<file path="src/rtl/i2c_write_sched_if.sv">
// Client-request and I2C pad signals of the two-requester write scheduler.
// The master side is the client/bus environment; the slave side is the scheduler.
`timescale 1ns/1ps
interface i2c_write_sched_if;
  logic [1:0] req;
  logic [6:0] addr0;
  logic [6:0] addr1;
  logic [7:0] data0;
  logic [7:0] data1;
  logic       sda_in;
  logic       scl;
  logic       sda_oe;
  logic [1:0] grant;
  logic       busy;
  logic       done;
  logic       nack;

  modport master (
    output req, addr0, addr1, data0, data1, sda_in,
    input  scl, sda_oe, grant, busy, done, nack
  );

  modport slave (
    input  req, addr0, addr1, data0, data1, sda_in,
    output scl, sda_oe, grant, busy, done, nack
  );
endinterface

</file>
<file path="src/rtl/i2c_write_sched.sv">
// Round-robin two-client I2C single-byte write master: START, addr+W, ACK, data, ACK, STOP.
// scl/sda_oe are registered from next-state decode so pad timing is glitch-free and quarter-aligned.
`timescale 1ns/1ps
module i2c_write_sched #(
  parameter int CLK_DIV = 4
) (
  input  logic               clk,
  input  logic               reset,
  i2c_write_sched_if.slave   sif
);

  typedef enum logic [2:0] {IDLE, START, ADDR, ACK_A, DATA, ACK_D, STOP, FIN} state_t;

  state_t     state_reg, state_next;
  logic [7:0] qcnt_reg, qcnt_next;
  logic [1:0] q_reg, q_next;
  logic [2:0] bit_reg, bit_next;
  logic [7:0] shift_reg, shift_next;
  logic [7:0] data_reg, data_next;
  logic [1:0] grant_reg, grant_next;
  logic       busy_reg, busy_next;
  logic       rr_reg, rr_next;
  logic       flag_reg, flag_next;
  logic       done_reg, done_next;
  logic       nack_reg, nack_next;
  logic       scl_reg, scl_next;
  logic       sda_oe_reg, sda_oe_next;

  logic tick;
  logic slot_end;
  logic win1;

  assign tick     = (qcnt_reg == 8'(CLK_DIV - 1));
  assign slot_end = tick && (q_reg == 2'd3);
  // rr_reg names the client that wins a tie.
  assign win1     = sif.req[1] & (~sif.req[0] | rr_reg);

  always_ff @(posedge clk or negedge reset) begin
    if (!reset) begin
      state_reg  <= IDLE;
      qcnt_reg   <= '0;
      q_reg      <= '0;
      bit_reg    <= '0;
      shift_reg  <= '0;
      data_reg   <= '0;
      grant_reg  <= '0;
      busy_reg   <= 1'b0;
      rr_reg     <= 1'b0;
      flag_reg   <= 1'b0;
      done_reg   <= 1'b0;
      nack_reg   <= 1'b0;
      scl_reg    <= 1'b1;
      sda_oe_reg <= 1'b0;
    end else begin
      state_reg  <= state_next;
      qcnt_reg   <= qcnt_next;
      q_reg      <= q_next;
      bit_reg    <= bit_next;
      shift_reg  <= shift_next;
      data_reg   <= data_next;
      grant_reg  <= grant_next;
      busy_reg   <= busy_next;
      rr_reg     <= rr_next;
      flag_reg   <= flag_next;
      done_reg   <= done_next;
      nack_reg   <= nack_next;
      scl_reg    <= scl_next;
      sda_oe_reg <= sda_oe_next;
    end
  end

  always_comb begin
    state_next = state_reg;
    qcnt_next  = qcnt_reg;
    q_next     = q_reg;
    bit_next   = bit_reg;
    shift_next = shift_reg;
    data_next  = data_reg;
    grant_next = grant_reg;
    busy_next  = busy_reg;
    rr_next    = rr_reg;
    flag_next  = flag_reg;
    done_next  = 1'b0;
    nack_next  = 1'b0;

    if (state_reg != IDLE && state_reg != FIN) begin
      qcnt_next = tick ? 8'd0 : qcnt_reg + 8'd1;
      if (tick) q_next = q_reg + 2'd1;
    end

    case (state_reg)
      IDLE: begin
        if (sif.req != 2'b00) begin
          grant_next = win1 ? 2'b10 : 2'b01;
          shift_next = win1 ? {sif.addr1, 1'b0} : {sif.addr0, 1'b0};
          data_next  = win1 ? sif.data1 : sif.data0;
          busy_next  = 1'b1;
          flag_next  = 1'b0;
          qcnt_next  = '0;
          q_next     = '0;
          bit_next   = '0;
          state_next = START;
        end
      end
      START: begin
        if (slot_end) state_next = ADDR;
      end
      ADDR, DATA: begin
        if (slot_end) begin
          shift_next = {shift_reg[6:0], 1'b0};
          bit_next   = bit_reg + 3'd1;
          if (bit_reg == 3'd7) state_next = (state_reg == ADDR) ? ACK_A : ACK_D;
        end
      end
      ACK_A, ACK_D: begin
        // Sample on the last clk of q2, while SCL is high.
        if (tick && q_reg == 2'd2 && sif.sda_in) flag_next = 1'b1;
        if (slot_end) begin
          if (state_reg == ACK_A && !flag_reg) begin
            shift_next = data_reg;
            state_next = DATA;
          end else begin
            state_next = STOP;
          end
        end
      end
      STOP: begin
        if (slot_end) state_next = FIN;
      end
      FIN: begin
        done_next  = 1'b1;
        nack_next  = flag_reg;
        grant_next = '0;
        busy_next  = 1'b0;
        rr_next    = grant_reg[0];
        state_next = IDLE;
      end
      default: state_next = IDLE;
    endcase
  end

  always_comb begin
    scl_next    = 1'b1;
    sda_oe_next = 1'b0;
    case (state_next)
      START: sda_oe_next = q_next[1];
      ADDR, DATA: begin
        scl_next    = q_next[1];
        sda_oe_next = ~shift_next[7];
      end
      ACK_A, ACK_D: scl_next = q_next[1];
      STOP: begin
        scl_next    = (q_next != 2'd0);
        sda_oe_next = (q_next != 2'd3);
      end
      default: begin
        scl_next    = 1'b1;
        sda_oe_next = 1'b0;
      end
    endcase
  end

  assign sif.scl    = scl_reg;
  assign sif.sda_oe = sda_oe_reg;
  assign sif.grant  = grant_reg;
  assign sif.busy   = busy_reg;
  assign sif.done   = done_reg;
  assign sif.nack   = nack_reg;

endmodule

</file>
<file path="src/flat_wrapper.sv">
// flat-port wrapper written by rule: the top's interface ports become plain ports
module i2c_write_sched_flat 
#(
  parameter int CLK_DIV = 4
)
  (clk, reset, sif_req, sif_addr0, sif_addr1, sif_data0, sif_data1, sif_sda_in, sif_scl, sif_sda_oe, sif_grant, sif_busy, sif_done, sif_nack);
  i2c_write_sched_if sif_i ();
  input  logic clk;
  input  logic reset;
  input wire logic [$bits(sif_i.req)-1:0] sif_req;
  input wire logic [$bits(sif_i.addr0)-1:0] sif_addr0;
  input wire logic [$bits(sif_i.addr1)-1:0] sif_addr1;
  input wire logic [$bits(sif_i.data0)-1:0] sif_data0;
  input wire logic [$bits(sif_i.data1)-1:0] sif_data1;
  input wire logic [$bits(sif_i.sda_in)-1:0] sif_sda_in;
  output wire logic [$bits(sif_i.scl)-1:0] sif_scl;
  output wire logic [$bits(sif_i.sda_oe)-1:0] sif_sda_oe;
  output wire logic [$bits(sif_i.grant)-1:0] sif_grant;
  output wire logic [$bits(sif_i.busy)-1:0] sif_busy;
  output wire logic [$bits(sif_i.done)-1:0] sif_done;
  output wire logic [$bits(sif_i.nack)-1:0] sif_nack;
  assign sif_i.req = sif_req;
  assign sif_i.addr0 = sif_addr0;
  assign sif_i.addr1 = sif_addr1;
  assign sif_i.data0 = sif_data0;
  assign sif_i.data1 = sif_data1;
  assign sif_i.sda_in = sif_sda_in;
  assign sif_scl = sif_i.scl;
  assign sif_sda_oe = sif_i.sda_oe;
  assign sif_grant = sif_i.grant;
  assign sif_busy = sif_i.busy;
  assign sif_done = sif_i.done;
  assign sif_nack = sif_i.nack;
  i2c_write_sched #(.CLK_DIV(CLK_DIV)) u_core (.clk(clk), .reset(reset), .sif(sif_i));
endmodule
</file>
<file path="config.mk">
export PLATFORM = sky130hd
export DESIGN_NAME = i2c_write_sched_flat
export DESIGN_NICKNAME = d
export VERILOG_FILES = /design/src/rtl/i2c_write_sched_if.sv /design/src/rtl/i2c_write_sched.sv /design/src/flat_wrapper.sv
export SDC_FILE = /design/constraint.sdc
export NUM_CORES = 1
export LEC_CHECK = 0
export ABC_CLOCK_PERIOD_IN_PS = 4800
export BUFFER_PORTS_ARGS = -buffer_cell sky130_fd_sc_hd__buf_2
export CAP_MARGIN = 20
export CORE_MARGIN = 3
export CORE_UTILIZATION = 55
export CTS_CLUSTER_DIAMETER = 30
export DETAILED_ROUTE_END_ITERATION = 10
export GPL_ROUTABILITY_DRIVEN = 0
export GPL_TIMING_DRIVEN = 1
export PLACE_DENSITY_LB_ADDON = 0.08
export SETUP_SLACK_MARGIN = 0.02
export SYNTH_ARGS = -nofsm -noshare
export SYNTH_HDL_FRONTEND = slang
export SYNTH_SLANG_ARGS = --single-unit
</file>
<file path="constraint.sdc">
create_clock -name clk -period 4.8 [get_ports clk]
set_input_delay 0.24 -clock clk [delete_from_list [all_inputs] [get_ports clk]]
set_output_delay 0.24 -clock clk [all_outputs]
set_load 0.005 [all_outputs]
</file>
======== After elaboration in Yosys (flattened, before gate mapping) ========
Cells that the tools add are included.
Widths: inputs -> output; s select.
operators by class
  multiplexer cells ....................... 39
  add/sub/neg operators ................... 3
  bitwise operators ....................... 4
  reductions and logical operators ........ 23
  equality and inequality tests ........... 24
operator list
  cell                 number
  $mux 8               10
  $mux 3               9
  $eq 3x3->1 const B   8
  $pmux 8 s3           1
  $pmux 3 s6           1
  $mux 2               7
  $eq 3x2->1 const B   4
  $ne 2x1->1 const B   5
  $reduce_bool 2->1    5
  $add 8x1->8 const B  1
  $eq 8x2->1 const B   1
  $eq 3x1->1 const B   2
  $pmux 1 s2           3
  $pmux 3 s2           1
  $reduce_and 3->1     2
  $reduce_bool 3->1    2
  $reduce_or 2->1      3
  $logic_and 1x1->1    5
  $mux 1               5
  $reduce_and 5->1     1
  $eq 2x2->1 const B   2
  $pmux 2 s2           1
  $reduce_and 2->1     2
  $reduce_or 4->1      1
  10 further kinds     11
word-level totals
  output and inout port bits .............. 7
  bits in registers ....................... 41

======== Logic depth before layout (Yosys ltp) ========
  depth in word-level cells ............... 8
  gate-level depth with buffers ........... 8
  gate-level depth less buffers ........... 7

======== Worst setup path after synthesis ========
Ideal clock, no wire load.
  path kind ............................... reg2reg
  start point ............................. register u_core.qcnt_reg[0]
  end point ............................... register u_core.sda_oe_reg (netlist: u_core.sif.sda_oe)
  setup time .............................. 0.074 ns
  stages on the path, launching flop included .. 9
  buffers on the path ..................... 1
  arrival ................................. 1.876 ns
  period minus slack after synthesis ...... 1.950 ns
  setup slack ............................. 2.850 ns
  cell sequence ........................... dfrtp_1 > ha_1 > nor3b_2 > and3_1 > buf_2 > mux2i_1 > o311ai_1 > o31a_1 > o21ai_2
between the ends
  word-level cells in the longest chain between the ends .. 7
RTL lines
  item                                                  RTL line                                      source
  from (decl)                                           i2c_write_sched.sv:15                         logic [7:0] qcnt_reg, qcnt_next;
  from (signal assigned)                                i2c_write_sched.sv:56                         qcnt_reg <= qcnt_next;
  $eq 8x2->1 *                                          i2c_write_sched.sv:33                         assign tick = (qcnt_reg == 8'(CLK_DIV - 1));
  $logic_and 1x1->1 / $mux 2 (equally long branches)    i2c_write_sched.sv:34, i2c_write_sched.sv:88
  $mux 3, or another cell as far along                  i2c_write_sched.sv:128                        if (slot_end) state_next = FIN;
  $pmux 3 s6 / $mux 2 (equally long branches)           i2c_write_sched.sv:91, i2c_write_sched.sv:93
  $eq 3x2->1, or another cell as far along              i2c_write_sched.sv:145                        case (state_next)
  $reduce_or 2->1 / $ne 2x2->1 (equally long branches)  n/a
  $pmux 1 s3 *                                          i2c_write_sched.sv:145
  net u_core.sda_oe_next                                i2c_write_sched.sv:27                         logic sda_oe_reg, sda_oe_next;
  to (signal assigned)                                  i2c_write_sched.sv:68                         sda_oe_reg <= sda_oe_next;
  to (decl)                                             i2c_write_sched.sv:27
Mark *: on every way through the listed nets, which the timed path passes. The rest lies on a longest branch. The select of a mux whose other input is x is not followed.
A chain may end at the register's enable or synchronous reset.

======== Final worst setup path ========
Same ends and word-level chain as after synthesis.

==> impl_metrics.env <==
export IMPL_status="finished clean"
export IMPL_power_clock_fraction=0.217
export IMPL_start_util=0.590
export IMPL_detail_route_wl_per_cell_um=14.8
export IMPL_vias=1831
export IMPL_fp_dieH_um=69.6
export IMPL_drtPass1Iterations=6
export IMPL_drcViolationCount=0
export IMPL_final_area_um2=2580
export IMPL_via_per_inst=5.87
export IMPL_synthesis_area_um2=2220
export IMPL_switchingPower_mw=0.474
export IMPL_slew_headroom=0.338
export IMPL_synth_cells=224
export IMPL_hpwlAfterDp_um=3300
export IMPL_path_clk_slew_ns=0.09
export IMPL_fin_crit_sh=0.463
export IMPL_path_max_fanout=5
export IMPL_cts_tree="built"
export IMPL_fmax_mhz=450
export IMPL_die_area_um2=4840
export IMPL_p_total_mw=1.30
export IMPL_ys_ff_latch=41
export IMPL_clockBufferDepth=2
export IMPL_final_setup_tns_ns=0
export IMPL_post_cts_buffers=0
export IMPL_setup_violations=0
export IMPL_fin_crit_ns=2.22
export IMPL_overflow=0
export IMPL_cp_required_ns=5.02
export IMPL_start_kind="flop"
export IMPL_grt_max_degree=42
export IMPL_tightest_slew_ns=0.993
export IMPL_rows=22
export IMPL_cellPowerDensity_nw_per_um2=503
export IMPL_rsz0062_at_grt="no"
export IMPL_async_reset_ff_frac=1.00
export IMPL_ant_nets=0
export IMPL_seq_area_frac_synth=0.462
export IMPL_ioPinCount=42
export IMPL_antenna_found_initial=0
export IMPL_cellLeakagePower_nw=1.25
export IMPL_grt_total_usage=0.209
export IMPL_clk_latency_ns=0.30
export IMPL_drtIter0Drc=114
export IMPL_num_antenna_cells=0
export IMPL_swShare=0.365
export IMPL_design_core_area_um2=3770
export IMPL_drive_above_1_share=0.269
export IMPL_power_share_sequential=0.449
export IMPL_drv_cap=0
export IMPL_slew_viol_final=0
export IMPL_cts_max_level=2
export IMPL_hold_viol=0
export IMPL_drt_wl_total_um=4620
export IMPL_comb_power_share=0.335
export IMPL_synth_fp_nets=264
export IMPL_cts_hold_buf=0
export IMPL_path_class="flop to flop"
export IMPL_syn_to_final_growth_pct=16.0
export IMPL_skew_ns=0.0132
export IMPL_crit_arrival_ns=2.45
export IMPL_postPlaceCellArea_um2=2450
export IMPL_ys_flop_type="dfrtp_1"
export IMPL_grt_pass1_wl_um=8220
export IMPL_grt_pass1_vias=1806
export IMPL_die_w_um=69.6
export IMPL_cts_resized=0
export IMPL_hold_path_class="input port to async pin"
export IMPL_holdWs_ns=0.0496
export IMPL_yosys_cell_types_count=49
export IMPL_yosysWarnings=0
export IMPL_cts_sinks=41
export IMPL_io_buffers=41
export IMPL_fin_nets=303
export IMPL_cts_buffers=5
export IMPL_internal_power_mw=0.824
export IMPL_synth_edf_count=0
export IMPL_peakVddDrop_mv=0.226
export IMPL_cp_end_kind="flop"
export IMPL_clockRootBuffer="clkbuf_8"
export IMPL_syn_avg_cell_area_um2=9.93
export IMPL_reg2reg_setup_slack_ns=2.58
stage by stage:
step	util	std cells	worst slack (ns)
2_1_floorplan	-	224	2.85
3_3_place_gp	0.650	303	2.61
3_5_place_dp	0.650	303	2.59
4_1_cts	0.680	311	2.55
5_1_grt	0.684	312	2.42
6_report	0.684	312	2.58
cell families (layout without fill, tap and decap cells):
kind of cell	count (synthesis)	after routing	synth area share
simple gates	84	84	0.203
compound gates	52	52	0.163
flops	41	41	0.462
mux	18	18	0.0816
buf+inv	15	55	0.0276
xor+xnor	9	9	0.0355
fa+ha+maj	5	5	0.0281
placed cells by master, fill, tap and decap left out, types with 2 or more instances in the layout:
cell	count
a22o_1	3
xnor2_1	4
o22ai_1	3
nor2b_1	2
mux2i_1	17
or3_1	2
nor2_1	15
dfrtp_1	40
nand4_1	6
nand2_1	35
a31oi_1	3
a221o_2	6
o211ai_1	2
xor2_1	5
o21ai_2	3
buf_2	41
nand3_1	5
inv_1	5
ha_1	5
o21ai_0	21
a21oi_1	4
clkbuf_8	5
nand2b_1	3
area by class of cell:
class / count / area [um2]
Timing Repair Buffer: 42 / 220
Multi-Input combinational cell: 168 / 1140
Fill cell: 297 / 1190
Clock inverter: 3 / 46.3
Tap cell: 48 / 60.1
Inverter: 5 / 18.8
Sequential cell: 41 / 1030
Clock buffer: 5 / 68.8
final timing paths:
kind,from,end,depth (start not counted)
min in group clk,sif_data1[3],u_core.data_reg[3]$_DFFE_PN0P_,3
setup / recovery,u_core.qcnt_reg[0]$_DFF_PN0_,u_core.sif.sda_oe$_DFF_PN0_,7
hold / removal,reset,u_core.qcnt_reg[3]$_DFF_PN0_,1
setup reg to reg,u_core.qcnt_reg[0]$_DFF_PN0_,u_core.sif.sda_oe$_DFF_PN0_,7
hold reg to reg,u_core.data_reg[4]$_DFFE_PN0P_,u_core.data_reg[4]$_DFFE_PN0P_,2
max in group asynchronous,reset,u_core.data_reg[7]$_DFFE_PN0P_,1
critical path: stages (launching register included):
cell,delay (ns)
dfrtp_1,0.39
ha_1,0.22
nor3b_2,0.38
and3_1,0.37
mux2i_1,0.22
o311ai_1,0.12
o31a_1,0.34
o21ai_2,0.10
synthesized netlist by cell type (all sizes together) (2+ instances only):
cell type | number | area share
o211ai | 2 | 0.0068
xor2 | 5 | 0.020
nand3 | 6 | 0.019
or3 | 2 | 0.0056
nor2b | 2 | 0.0056
a221o | 6 | 0.030
o22ai | 4 | 0.014
a22o | 4 | 0.016
nor3 | 3 | 0.014
xnor2 | 4 | 0.016
clkbuf | 6 | 0.010
o21ai | 24 | 0.057
buf | 4 | 0.0090
a21oi | 4 | 0.0090
and3 | 2 | 0.0062
nand4 | 6 | 0.017
nor2 | 16 | 0.028
or2 | 2 | 0.0056
dfrtp | 40 | 0.45
a31oi | 3 | 0.0084
ha | 5 | 0.028
nand2 | 35 | 0.059
mux2i | 17 | 0.077
inv | 5 | 0.0084
nand2b | 3 | 0.0084
layer usage:
layer  up-vias  GRT usage  wire (um)
met5         -          0          0
met4         0     0.0564         59
met3         8     0.0493        283
met2        60      0.334       2120
met1       873      0.284       2150
li1        890          -          -
power groups by stage:
stage	Combinational, mW	Sequential, mW	Clock [mW]
2_1_floorplan	0.359	0.535	0
6_report	0.434	0.582	0.281
4_1_cts	0.432	0.580	0.287
3_5_place_dp	0.432	0.586	0
5_1_grt	0.495	0.598	0.305
3_3_place_gp	0.422	0.584	0
Note: power is estimated with default switching activity, not from simulation.
